[src/rtl/id_ex_ctrl_if.sv]
// Bundle between the IF/ID side of the core and the ID/EX control stage.
// master drives the instruction, stall and flush; slave is the decode stage.
interface id_ex_ctrl_if #(
    parameter int RF_ADDR_W = 5
);
    logic                 id_valid;
    logic [31:0]          id_instr;
    logic                 stall;
    logic                 flush;
    logic                 id_hold;

    logic                 ex_valid;
    logic                 ex_jalr;
    logic                 ex_jal;
    logic                 ex_branch;
    logic                 ex_memread;
    logic                 ex_memtoreg;
    logic                 ex_memwrite;
    logic                 ex_alusrc;
    logic                 ex_regwrite;
    logic [1:0]           ex_aluop;
    logic                 ex_lui;
    logic                 ex_auipc;
    logic [RF_ADDR_W-1:0] ex_rd;
    logic [RF_ADDR_W-1:0] ex_rs1;
    logic [RF_ADDR_W-1:0] ex_rs2;
    logic [2:0]           ex_funct3;
    logic                 ex_funct7b5;
    logic                 ex_illegal;

    modport master (
        output id_valid, id_instr, stall, flush,
        input  id_hold, ex_valid, ex_jalr, ex_jal, ex_branch, ex_memread,
               ex_memtoreg, ex_memwrite, ex_alusrc, ex_regwrite, ex_aluop,
               ex_lui, ex_auipc, ex_rd, ex_rs1, ex_rs2, ex_funct3,
               ex_funct7b5, ex_illegal
    );

    modport slave (
        input  id_valid, id_instr, stall, flush,
        output id_hold, ex_valid, ex_jalr, ex_jal, ex_branch, ex_memread,
               ex_memtoreg, ex_memwrite, ex_alusrc, ex_regwrite, ex_aluop,
               ex_lui, ex_auipc, ex_rd, ex_rs1, ex_rs2, ex_funct3,
               ex_funct7b5, ex_illegal
    );
endinterface

[src/rtl/id_ex_ctrl_stage.sv]
// RV32I decode + ID/EX pipeline register with load-use hazard bubbling.
// Define ID_EX_UPPER_IMM_EN to decode LUI/AUIPC; otherwise they are illegal.
module id_ex_ctrl_stage #(
    parameter int LOAD_USE_BUBBLES = 1,
    parameter int RF_ADDR_W        = 5
) (
    input  logic         clk,
    input  logic         rst,
    id_ex_ctrl_if.slave  bus
);

    localparam logic [6:0] OP_R      = 7'b0110011;
    localparam logic [6:0] OP_I      = 7'b0010011;
    localparam logic [6:0] OP_LOAD   = 7'b0000011;
    localparam logic [6:0] OP_STORE  = 7'b0100011;
    localparam logic [6:0] OP_BRANCH = 7'b1100011;
    localparam logic [6:0] OP_JAL    = 7'b1101111;
    localparam logic [6:0] OP_JALR   = 7'b1100111;
`ifdef ID_EX_UPPER_IMM_EN
    localparam logic [6:0] OP_LUI    = 7'b0110111;
    localparam logic [6:0] OP_AUIPC  = 7'b0010111;
`endif

    typedef struct packed {
        logic       jalr;
        logic       jal;
        logic       branch;
        logic       memread;
        logic       memtoreg;
        logic       memwrite;
        logic       alusrc;
        logic       regwrite;
        logic [1:0] aluop;
        logic       lui;
        logic       auipc;
        logic       illegal;
    } ctrl_t;

    typedef struct packed {
        logic                 valid;
        ctrl_t                ctrl;
        logic [RF_ADDR_W-1:0] rd;
        logic [RF_ADDR_W-1:0] rs1;
        logic [RF_ADDR_W-1:0] rs2;
        logic [2:0]           funct3;
        logic                 funct7b5;
    } bundle_t;

    typedef enum logic {IDLE, BUBBLE} state_t;

    state_t  state, state_n;
    logic [1:0] cnt, cnt_n;
    ctrl_t   dec;
    bundle_t nxt, ex;
    logic    rs1_used, rs2_used, known, hazard_now, id_hold;
    logic    unused_instr_bits;

    assign unused_instr_bits = ^{bus.id_instr[31], bus.id_instr[29:25]};

    // Opcode decode; controls are masked when the ID slot is empty
    always_comb begin
        dec      = '0;
        rs1_used = 1'b0;
        rs2_used = 1'b0;
        known    = 1'b1;
        case (bus.id_instr[6:0])
            OP_R:      begin dec.regwrite = 1'b1; rs1_used = 1'b1; rs2_used = 1'b1; end
            OP_I:      begin dec.alusrc = 1'b1; dec.regwrite = 1'b1; dec.aluop = 2'b01;
                             rs1_used = 1'b1; end
            OP_LOAD:   begin dec.memread = 1'b1; dec.memtoreg = 1'b1; dec.alusrc = 1'b1;
                             dec.regwrite = 1'b1; dec.aluop = 2'b10; rs1_used = 1'b1; end
            OP_STORE:  begin dec.memwrite = 1'b1; dec.alusrc = 1'b1; dec.aluop = 2'b10;
                             rs1_used = 1'b1; rs2_used = 1'b1; end
            OP_BRANCH: begin dec.branch = 1'b1; rs1_used = 1'b1; rs2_used = 1'b1; end
            OP_JAL:    begin dec.jal = 1'b1; dec.regwrite = 1'b1; dec.aluop = 2'b11; end
            OP_JALR:   begin dec.jalr = 1'b1; dec.alusrc = 1'b1; dec.regwrite = 1'b1;
                             dec.aluop = 2'b11; rs1_used = 1'b1; end
`ifdef ID_EX_UPPER_IMM_EN
            OP_LUI:    begin dec.regwrite = 1'b1; dec.alusrc = 1'b1; dec.aluop = 2'b01;
                             dec.lui = 1'b1; end
            OP_AUIPC:  begin dec.regwrite = 1'b1; dec.alusrc = 1'b1; dec.aluop = 2'b01;
                             dec.auipc = 1'b1; end
`endif
            default:   known = 1'b0;
        endcase
        dec.illegal = bus.id_valid & ~known;

        nxt          = '0;
        nxt.valid    = bus.id_valid;
        nxt.ctrl     = bus.id_valid ? dec : '0;
        nxt.rd       = RF_ADDR_W'(bus.id_instr[11:7]);
        nxt.rs1      = RF_ADDR_W'(bus.id_instr[19:15]);
        nxt.rs2      = RF_ADDR_W'(bus.id_instr[24:20]);
        nxt.funct3   = bus.id_instr[14:12];
        nxt.funct7b5 = bus.id_instr[30];
    end

    // A load in EX whose destination feeds the ID instruction must be waited out
    assign hazard_now = bus.id_valid & ex.valid & ex.ctrl.memread & (ex.rd != '0) &
                        ((rs1_used & (ex.rd == nxt.rs1)) | (rs2_used & (ex.rd == nxt.rs2)));

    always_ff @(posedge clk or posedge rst) begin
        if (rst) begin
            state <= IDLE;
            cnt   <= 2'd0;
        end else begin
            state <= state_n;
            cnt   <= cnt_n;
        end
    end

    // Bubble sequencer: the first bubble is taken from IDLE, the rest counted in BUBBLE
    always_comb begin
        state_n = state;
        cnt_n   = cnt;
        if (bus.flush) begin
            state_n = IDLE;
            cnt_n   = 2'd0;
        end else if (!bus.stall) begin
            case (state)
                IDLE: begin
                    if (hazard_now && LOAD_USE_BUBBLES > 1) begin
                        state_n = BUBBLE;
                        cnt_n   = 2'(LOAD_USE_BUBBLES - 1);
                    end
                end
                BUBBLE: begin
                    if (cnt == 2'd1) begin
                        state_n = IDLE;
                        cnt_n   = 2'd0;
                    end else begin
                        cnt_n = cnt - 2'd1;
                    end
                end
                default: begin
                    state_n = IDLE;
                    cnt_n   = 2'd0;
                end
            endcase
        end
    end

    always_comb begin
        id_hold = (state == BUBBLE) | ((state == IDLE) & hazard_now);
    end

    always_ff @(posedge clk or posedge rst) begin
        if (rst) begin
            ex <= '0;
        end else if (bus.flush) begin
            ex <= '0;
        end else if (!bus.stall) begin
            ex <= id_hold ? '0 : nxt;
        end
    end

    assign bus.id_hold     = id_hold;
    assign bus.ex_valid    = ex.valid;
    assign bus.ex_jalr     = ex.ctrl.jalr;
    assign bus.ex_jal      = ex.ctrl.jal;
    assign bus.ex_branch   = ex.ctrl.branch;
    assign bus.ex_memread  = ex.ctrl.memread;
    assign bus.ex_memtoreg = ex.ctrl.memtoreg;
    assign bus.ex_memwrite = ex.ctrl.memwrite;
    assign bus.ex_alusrc   = ex.ctrl.alusrc;
    assign bus.ex_regwrite = ex.ctrl.regwrite;
    assign bus.ex_aluop    = ex.ctrl.aluop;
    assign bus.ex_lui      = ex.ctrl.lui;
    assign bus.ex_auipc    = ex.ctrl.auipc;
    assign bus.ex_illegal  = ex.ctrl.illegal;
    assign bus.ex_rd       = ex.rd;
    assign bus.ex_rs1      = ex.rs1;
    assign bus.ex_rs2      = ex.rs2;
    assign bus.ex_funct3   = ex.funct3;
    assign bus.ex_funct7b5 = ex.funct7b5;

endmodule

[src/flat_wrapper.sv]
// flat-port wrapper written by rule: the top's interface ports become plain ports
module id_ex_ctrl_stage_flat 
#(
    parameter int LOAD_USE_BUBBLES = 1,
    parameter int RF_ADDR_W        = 5
)
  (clk, rst, bus_id_valid, bus_id_instr, bus_stall, bus_flush, bus_id_hold, bus_ex_valid, bus_ex_jalr, bus_ex_jal, bus_ex_branch, bus_ex_memread, bus_ex_memtoreg, bus_ex_memwrite, bus_ex_alusrc, bus_ex_regwrite, bus_ex_aluop, bus_ex_lui, bus_ex_auipc, bus_ex_rd, bus_ex_rs1, bus_ex_rs2, bus_ex_funct3, bus_ex_funct7b5, bus_ex_illegal);
  id_ex_ctrl_if #(.RF_ADDR_W(RF_ADDR_W)) bus_i ();
  input  logic clk;
  input  logic rst;
  input wire logic [$bits(bus_i.id_valid)-1:0] bus_id_valid;
  input wire logic [$bits(bus_i.id_instr)-1:0] bus_id_instr;
  input wire logic [$bits(bus_i.stall)-1:0] bus_stall;
  input wire logic [$bits(bus_i.flush)-1:0] bus_flush;
  output wire logic [$bits(bus_i.id_hold)-1:0] bus_id_hold;
  output wire logic [$bits(bus_i.ex_valid)-1:0] bus_ex_valid;
  output wire logic [$bits(bus_i.ex_jalr)-1:0] bus_ex_jalr;
  output wire logic [$bits(bus_i.ex_jal)-1:0] bus_ex_jal;
  output wire logic [$bits(bus_i.ex_branch)-1:0] bus_ex_branch;
  output wire logic [$bits(bus_i.ex_memread)-1:0] bus_ex_memread;
  output wire logic [$bits(bus_i.ex_memtoreg)-1:0] bus_ex_memtoreg;
  output wire logic [$bits(bus_i.ex_memwrite)-1:0] bus_ex_memwrite;
  output wire logic [$bits(bus_i.ex_alusrc)-1:0] bus_ex_alusrc;
  output wire logic [$bits(bus_i.ex_regwrite)-1:0] bus_ex_regwrite;
  output wire logic [$bits(bus_i.ex_aluop)-1:0] bus_ex_aluop;
  output wire logic [$bits(bus_i.ex_lui)-1:0] bus_ex_lui;
  output wire logic [$bits(bus_i.ex_auipc)-1:0] bus_ex_auipc;
  output wire logic [$bits(bus_i.ex_rd)-1:0] bus_ex_rd;
  output wire logic [$bits(bus_i.ex_rs1)-1:0] bus_ex_rs1;
  output wire logic [$bits(bus_i.ex_rs2)-1:0] bus_ex_rs2;
  output wire logic [$bits(bus_i.ex_funct3)-1:0] bus_ex_funct3;
  output wire logic [$bits(bus_i.ex_funct7b5)-1:0] bus_ex_funct7b5;
  output wire logic [$bits(bus_i.ex_illegal)-1:0] bus_ex_illegal;
  assign bus_i.id_valid = bus_id_valid;
  assign bus_i.id_instr = bus_id_instr;
  assign bus_i.stall = bus_stall;
  assign bus_i.flush = bus_flush;
  assign bus_id_hold = bus_i.id_hold;
  assign bus_ex_valid = bus_i.ex_valid;
  assign bus_ex_jalr = bus_i.ex_jalr;
  assign bus_ex_jal = bus_i.ex_jal;
  assign bus_ex_branch = bus_i.ex_branch;
  assign bus_ex_memread = bus_i.ex_memread;
  assign bus_ex_memtoreg = bus_i.ex_memtoreg;
  assign bus_ex_memwrite = bus_i.ex_memwrite;
  assign bus_ex_alusrc = bus_i.ex_alusrc;
  assign bus_ex_regwrite = bus_i.ex_regwrite;
  assign bus_ex_aluop = bus_i.ex_aluop;
  assign bus_ex_lui = bus_i.ex_lui;
  assign bus_ex_auipc = bus_i.ex_auipc;
  assign bus_ex_rd = bus_i.ex_rd;
  assign bus_ex_rs1 = bus_i.ex_rs1;
  assign bus_ex_rs2 = bus_i.ex_rs2;
  assign bus_ex_funct3 = bus_i.ex_funct3;
  assign bus_ex_funct7b5 = bus_i.ex_funct7b5;
  assign bus_ex_illegal = bus_i.ex_illegal;
  id_ex_ctrl_stage #(.LOAD_USE_BUBBLES(LOAD_USE_BUBBLES), .RF_ADDR_W(RF_ADDR_W)) u_core (.clk(clk), .rst(rst), .bus(bus_i));
endmodule
[config.mk]
export PLATFORM = sky130hd
export DESIGN_NAME = id_ex_ctrl_stage_flat
export DESIGN_NICKNAME = d
export VERILOG_FILES = /design/src/rtl/id_ex_ctrl_if.sv /design/src/rtl/id_ex_ctrl_stage.sv /design/src/flat_wrapper.sv
export SDC_FILE = /design/constraint.sdc
export NUM_CORES = 1
export LEC_CHECK = 0
export BUFFER_PORTS_ARGS = -buffer_cell sky130_fd_sc_hd__buf_2
export CAP_MARGIN = 0
export CELL_PAD_IN_SITES_DETAIL_PLACEMENT = 2
export CELL_PAD_IN_SITES_GLOBAL_PLACEMENT = 2
export CORE_MARGIN = 4
export CORE_UTILIZATION = 27
export DETAILED_ROUTE_END_ITERATION = 10
export PLACE_DENSITY_LB_ADDON = 0.08
export SYNTH_ARGS = -nofsm -noshare
export SYNTH_HDL_FRONTEND = slang
export SYNTH_SLANG_ARGS = --single-unit
[constraint.sdc]
create_clock -name clk -period 2.83 [get_ports clk]
set_input_delay 0.283 -clock clk [delete_from_list [all_inputs] [get_ports clk]]
set_output_delay 0.283 -clock clk [all_outputs]
set_load 0.005 [all_outputs]
==> impl_metrics.env, run 1 <==
export IMPL_status="finished clean"
export IMPL_critical_path_buf_inv_count=1
export IMPL_arrival_ns=2.30
export IMPL_path_max_fanout=5
export IMPL_synth_edf_count=0
export IMPL_rsz0062_at_grt="no"
export IMPL_port_buffers=62
export IMPL_fin_cells=326
export IMPL_track_usage=0.148
export IMPL_synth_xor_area_frac=0.0566
export IMPL_power_uw=993
export IMPL_dieHeight_um=87.4
export IMPL_dr_pass1_iters=4
export IMPL_dieArea_um2=7640
export IMPL_cts_resized=0
export IMPL_synthMuxAreaShare=0.00588
export IMPL_fin_crit_ns=2.59
export IMPL_drt_iter0_drc=31
export IMPL_yosys_area_top_type_share=0.485
export IMPL_die_w_um=87.4
export IMPL_p_comb_frac=0.128
export IMPL_num_rows=28
export IMPL_synth_area_top_cells="dfrtp_1 48%, nand2_1 12%, o21ai_0 5.9%"
export IMPL_required_ns=2.55
export IMPL_wl_per_cell_um=16.3
export IMPL_hp_class="primary input to async pin"
export IMPL_grt_ovfl_total=0
export IMPL_met2_usage=0.243
export IMPL_pwr_share_seq=0.507
export IMPL_start_util=0.283
export IMPL_post_cts_buffers=0
export IMPL_power_switching_share=0.260
export IMPL_core_area_um2=6030
export IMPL_yosys_warnings=0
export IMPL_met1_usage=0.193
export IMPL_antenna_found_initial=0
export IMPL_cp_start_kind="flop"
export IMPL_async_flop_share=1.00
export IMPL_seq_area_frac_synth=0.485
export IMPL_max_freq_ghz=0.387
export IMPL_vias_per_cell=4.77
export IMPL_grt_first_pass_wirelength_mm=8.64
export IMPL_synthTopCellsByCount="53 x nand2_1, 33 x dfrtp_1, 20 x o21ai_0"
export IMPL_synthFlopType="dfrtp_1"
export IMPL_path_class="flop to primary output"
export IMPL_timing_final_max_slew_violations=0
export IMPL_worst_path_most_repeated_cell="or4_1"
export IMPL_synth_top_family_by_area="simple AND/OR/NAND/NOR gates"
export IMPL_first_global_vias=1724
export IMPL_clk_latency_ns=0.28
export IMPL_p_clk_frac=0.365
export IMPL_synthAdderAreaFrac=0.00735
export IMPL_final_setup_viol_count=0
export IMPL_fin_crit_sh=0.914
export IMPL_yosys_area_share_simple=0.231
export IMPL_dp_cells=319
export IMPL_nNetsFinal=289
export IMPL_finalWirelength_mm=5.31
export IMPL_hpwl_mm=4.10
export IMPL_ant_nets=0
export IMPL_synth_cells=188
export IMPL_synthDistinctLibCells=37
export IMPL_p_int_uw=735
export IMPL_synth_largest_area_cell="dfrtp_1"
export IMPL_r2r_setup_slack_ns=0.57
export IMPL_critPathSlowestCell="or4_1"
export IMPL_drive_above_1_share=0.359
export IMPL_cts_buffer_depth=2
export IMPL_gp_congestion=0.790
export IMPL_maxCapViolCount=0
export IMPL_timing_slew_headroom=0.442
export IMPL_path_cells="xor2_1 -> or4_1 -> or4_1 -> a21oi_2 -> or2_2 -> buf_2"
export IMPL_use_met3=0.0388
export IMPL_io_pins=71
export IMPL_n_antenna_cell=0
export IMPL_critPathTopFamily="simple AND/OR/NAND/NOR gates"
export IMPL_placed_cell_area_um2=2080
export IMPL_worstSetupEndpointType="primary output"
export IMPL_tightest_slew_ns=0.837
export IMPL_power_leakage_nw=1.10
export IMPL_post_synth_top_count_cell="nand2_1"
export IMPL_ir_worst_vdd_mv=0.175
export IMPL_cpPeakStageDelay_ns=0.49
export IMPL_root_buffer="clkbuf_8"
export IMPL_power_density_nw_per_um2=459
export IMPL_dr_total_vias=1556
export IMPL_final_setup_tns_ns=0
export IMPL_netlist_area_um2=1700
export IMPL_clkSlewWorstSetupHoldPaths_ns=0.06
export IMPL_finalHoldViolations=0
export IMPL_cts_tree="built"
export IMPL_yosys_register_bits=33
export IMPL_postCtsHoldBufs=0
export IMPL_finClkSkew_ns=0.00472
export IMPL_clock_sinks=33
export IMPL_drc=0
export IMPL_top_usage_layer="met2"
export IMPL_grt_max_degree=31
export IMPL_power_switching_uw=258
export IMPL_final_area_um2=2160
export IMPL_synth_compound_area_frac=0.154
export IMPL_htreeDepth=2
export IMPL_area_delta_synth_final_pct=27.1
export IMPL_cts_buffers=5
export IMPL_synth_avg_cell_area_um2=9.06
-- power groups by stage --
| stage | clock network, mW | logic (mW) | registers, mW |
|---|---|---|---|
| CTS | 0.376 | 0.132 | 0.503 |
| global route | 0.406 | 0.146 | 0.506 |
| global placement | 0 | 0.129 | 0.511 |
| floorplan | 0 | 0.0605 | 0.511 |
| finish | 0.362 | 0.127 | 0.503 |
| detailed placement | 0 | 0.132 | 0.512 |
-- per-stage QoR --
stage          hold slack, ns  setup slack (ns)   util
5_1_grt                 0.211            0.0667  0.359
4_1_cts                 0.178             0.201  0.359
3_3_place_gp            0.458             0.526  0.345
3_5_place_dp            0.467             0.516  0.345
6_report                0.160             0.245  0.359
2_1_floorplan           0.349             0.650      -
-- state kept, by name (all words and copies together), names as in the netlist --
signal	flops
u_core.cnt	2
u_core.bus.ex_funct3	3
u_core.bus.ex_jalr	1
u_core.state	1
u_core.bus.ex_memwrite	1
u_core.bus.ex_valid	1
u_core.bus.ex_funct7b5	1
u_core.bus.ex_jal	1
u_core.bus.ex_memtoreg	1
u_core.bus.ex_aluop	2
u_core.bus.ex_illegal	1
u_core.bus.ex_rs1	5
u_core.bus.ex_branch	1
u_core.bus.ex_alusrc	1
u_core.bus.ex_rd	5
u_core.bus.ex_regwrite	1
u_core.bus.ex_rs2	5
-- logic make-up after synthesis --
group                    after synthesis
other                                  1
adder cells (fa/ha/maj)                1
buffers and inverters                 17
AND/OR/NAND/NOR                       84
AO/OA/AOI/OAI                         40
XOR/XNOR                              11
flip-flops                            33
multiplexers                           1
-- worst paths after layout --
kind                                      start                      end  cells after the start
max                         u_core.bus.ex_rd[2]              bus_id_hold                      6
min reg2reg                u_core.bus.ex_branch     u_core.bus.ex_branch                      2
min                                         rst  u_core.bus.ex_funct3[2]                      2
max reg2reg                 u_core.bus.ex_rd[2]     u_core.bus.ex_rs1[4]                      6
max in group asynchronous                   rst     u_core.bus.ex_rs2[0]                      3
min in group clk                      bus_flush            u_core.cnt[0]                      2
-- cells in the final DEF, fill, tap and decap left out, types with 2 or more instances in the layout --
master / netlist / final
buf_4: 3 / 6
nor2_1: 9 / 9
xnor2_1: 3 / 3
nor3_1: 3 / 2
inv_1: 4 / 4
o21ai_2: 10 / 10
or4_1: 3 / 3
nor2b_1: 5 / 4
dfrtp_1: 33 / 33
o21ai_0: 20 / 20
buf_2: 0 / 62
nand2_1: 53 / 53
conb_1: 1 / 2
a21oi_1: 3 / 3
nand3_1: 2 / 2
clkbuf_8: 0 / 6
xor2_1: 8 / 8
-- per-layer routing --
layer | part of all wire | wire length, µm
met5 | 0 | 0
met4 | 0.0096 | 51
met3 | 0.059 | 315
met2 | 0.48 | 2530
met1 | 0.46 | 2420
-- final cells by class --
type | count | area, µm²
flip-flops and latches | 33 | 826
multi-input cells | 139 | 788
repair buffers | 68 | 355
well taps | 75 | 93.8
clock buffers | 7 | 86.3
inverters | 4 | 15.0
fillers | 723 | 3860
No activity file was read; power rests on OpenSTA's default activity.
==> run 2: changes to the inputs <==
==> constraint.sdc (replaced) <==
create_clock -name clk -period 2.83 [get_ports clk]
set_input_delay 0.566 -clock clk [delete_from_list [all_inputs] [get_ports clk]]
set_output_delay 0.566 -clock clk [all_outputs]
set_load 0.005 [all_outputs]
==> impl_metrics.env, run 2 (same netlist as run 1, synthesis figures left out) <==
export IMPL_power_mw=1.00
export IMPL_pwr_share_seq=0.502
export IMPL_fin_cells=330
export IMPL_n_fill_cell=733
export IMPL_dr_pass1_iters=4
export IMPL_num_rows=28
export IMPL_gp_congestion=0.783
export IMPL_max_freq_ghz=0.367
export IMPL_power_switching_uw=260
export IMPL_drc=0
export IMPL_fin_crit_ns=2.73
export IMPL_finalHoldViolations=0
export IMPL_first_global_vias=1689
export IMPL_port_buffers=62
export IMPL_dp_cells=320
export IMPL_core_area_um2=6030
export IMPL_final_area_um2=2200
export IMPL_p_comb_frac=0.135
export IMPL_die_w_um=87.4
export IMPL_r2r_setup_slack_ns=0.52
export IMPL_rsz0062_at_grt="no"
export IMPL_grt_ovfl_total=0
export IMPL_clkSlewWorstSetupHoldPaths_ns=0.07
export IMPL_ant_nets=0
export IMPL_dieHeight_um=87.4
export IMPL_arrival_ns=2.16
export IMPL_dr_total_vias=1551
export IMPL_drive_above_1_share=0.376
export IMPL_cp_start_kind="primary input"
export IMPL_dieArea_um2=7640
export IMPL_tightest_slew_ns=0.521
export IMPL_final_setup_tns_ns=0
export IMPL_io_pins=71
export IMPL_hpwl_mm=4.08
export IMPL_p_clk_frac=0.364
export IMPL_path_max_fanout=2
export IMPL_timing_final_max_slew_violations=0
export IMPL_grt_max_degree=34
export IMPL_wl_per_cell_um=16.4
export IMPL_power_switching_share=0.260
export IMPL_cts_buffer_depth=2
export IMPL_ir_worst_vdd_mv=0.159
export IMPL_power_density_nw_per_um2=455
export IMPL_cts_tree="built"
export IMPL_nNetsFinal=293
export IMPL_start_util=0.283
export IMPL_whs_ns=0.376
export IMPL_r2r_start="u_core.bus.ex_rd[2]"
export IMPL_path_class="primary input to primary output"
export IMPL_placed_cell_area_um2=2090
export IMPL_maxCapViolCount=0
export IMPL_required_ns=2.26
export IMPL_finClkSkew_ns=0.00659
export IMPL_fin_crit_sh=0.963
export IMPL_timing_slew_headroom=0.651
export IMPL_track_usage=0.150
export IMPL_drt_iter0_drc=44
export IMPL_p_int_uw=740
export IMPL_final_setup_viol_count=0
export IMPL_hp_class="primary input to async pin"
export IMPL_area_delta_synth_final_pct=29.0
export IMPL_grt_first_pass_wirelength_mm=8.76
export IMPL_status="finished clean"
export IMPL_worstSetupEndpointType="primary output"
export IMPL_root_buffer="clkbuf_8"
export IMPL_n_antenna_cell=0
export IMPL_cts_buffers=5
export IMPL_finalWirelength_mm=5.40
export IMPL_clk_latency_ns=0.28
export IMPL_power_leakage_nw=1.11
export IMPL_worstSetupStartpoint="bus_id_instr[3]"
export IMPL_htreeDepth=2
export IMPL_antenna_found_initial=0
export IMPL_vias_per_cell=4.70
export IMPL_clock_sinks=33
export IMPL_layout_commonest_cell="buf_2"
export IMPL_final_cell_mix="62 x buf_2, 53 x nand2_1, 31 x dfrtp_1, 20 x o21ai_0"
## run 2: cell types whose count changed in the layout (fill, tap and decap cells not counted)
cell     before  now
buf_4         6   10
dfrtp_1      33   31
dfrtp_2       0    2
## run 2: worst paths after layout
path | cells after the start | end
max | 7 | bus_id_hold
min | 3 | u_core.bus.ex_funct3[2]
max reg2reg | 6 | u_core.bus.ex_rs1[2]
min reg2reg | 2 | u_core.bus.ex_illegal
max in group asynchronous | 3 | u_core.bus.ex_rd[2]
min in group clk | 2 | u_core.bus.ex_illegal
## run 2: per-layer routing
layer	wire (µm)	vias up	GRT usage
met2	2540	40	0.244
met1	2520	746	0.197
li1	-	758	-
met5	0	-	0
met4	78	0	0.0418
met3	257	7	0.0360
## run 2: cell type report
type,instances,area (µm²),share of cell area
Sequential cell,33,828,0.377
Tap cell,75,93.8,0.0427
Inverter,4,15.0,0.00683
Timing Repair Buffer,72,385,0.175
Multi-Input combinational cell,139,788,0.359
Clock buffer,7,86.3,0.0393
## run 2: worst max-delay path: stages
cell and delay (ns):
buf_2 0.11, nand3b_4 0.15, or4_1 0.50, or4_1 0.42
a21oi_2 0.17, or2_2 0.13, buf_2 0.10
## run 2: what timing repair did
action,in CTS,in global routing
endpoints found under the setup margin,0,1
gates resized for setup,0,2
setup buffers,0,3
hold buffers,0,0
## run 2: power by group through the flow
| stage | Combinational (mW) | Sequential (mW) | Clock, mW |
|---|---|---|---|
| final | 0.135 | 0.502 | 0.364 |
| after global routing | 0.154 | 0.505 | 0.405 |
| after CTS | 0.134 | 0.504 | 0.380 |
| after detailed placement | 0.134 | 0.513 | 0 |
| after global placement | 0.132 | 0.512 | 0 |
| after floorplan | 0.0605 | 0.511 | 0 |
## run 2: metrics by stage
stage / util / setup WS [ns]
6_report: 0.365 / 0.105
5_1_grt: 0.365 / 0.00183
4_1_cts: 0.360 / 0.00684
3_5_place_dp: 0.346 / 0.0679
3_3_place_gp: 0.346 / 0.0645
2_1_floorplan: - / 0.227
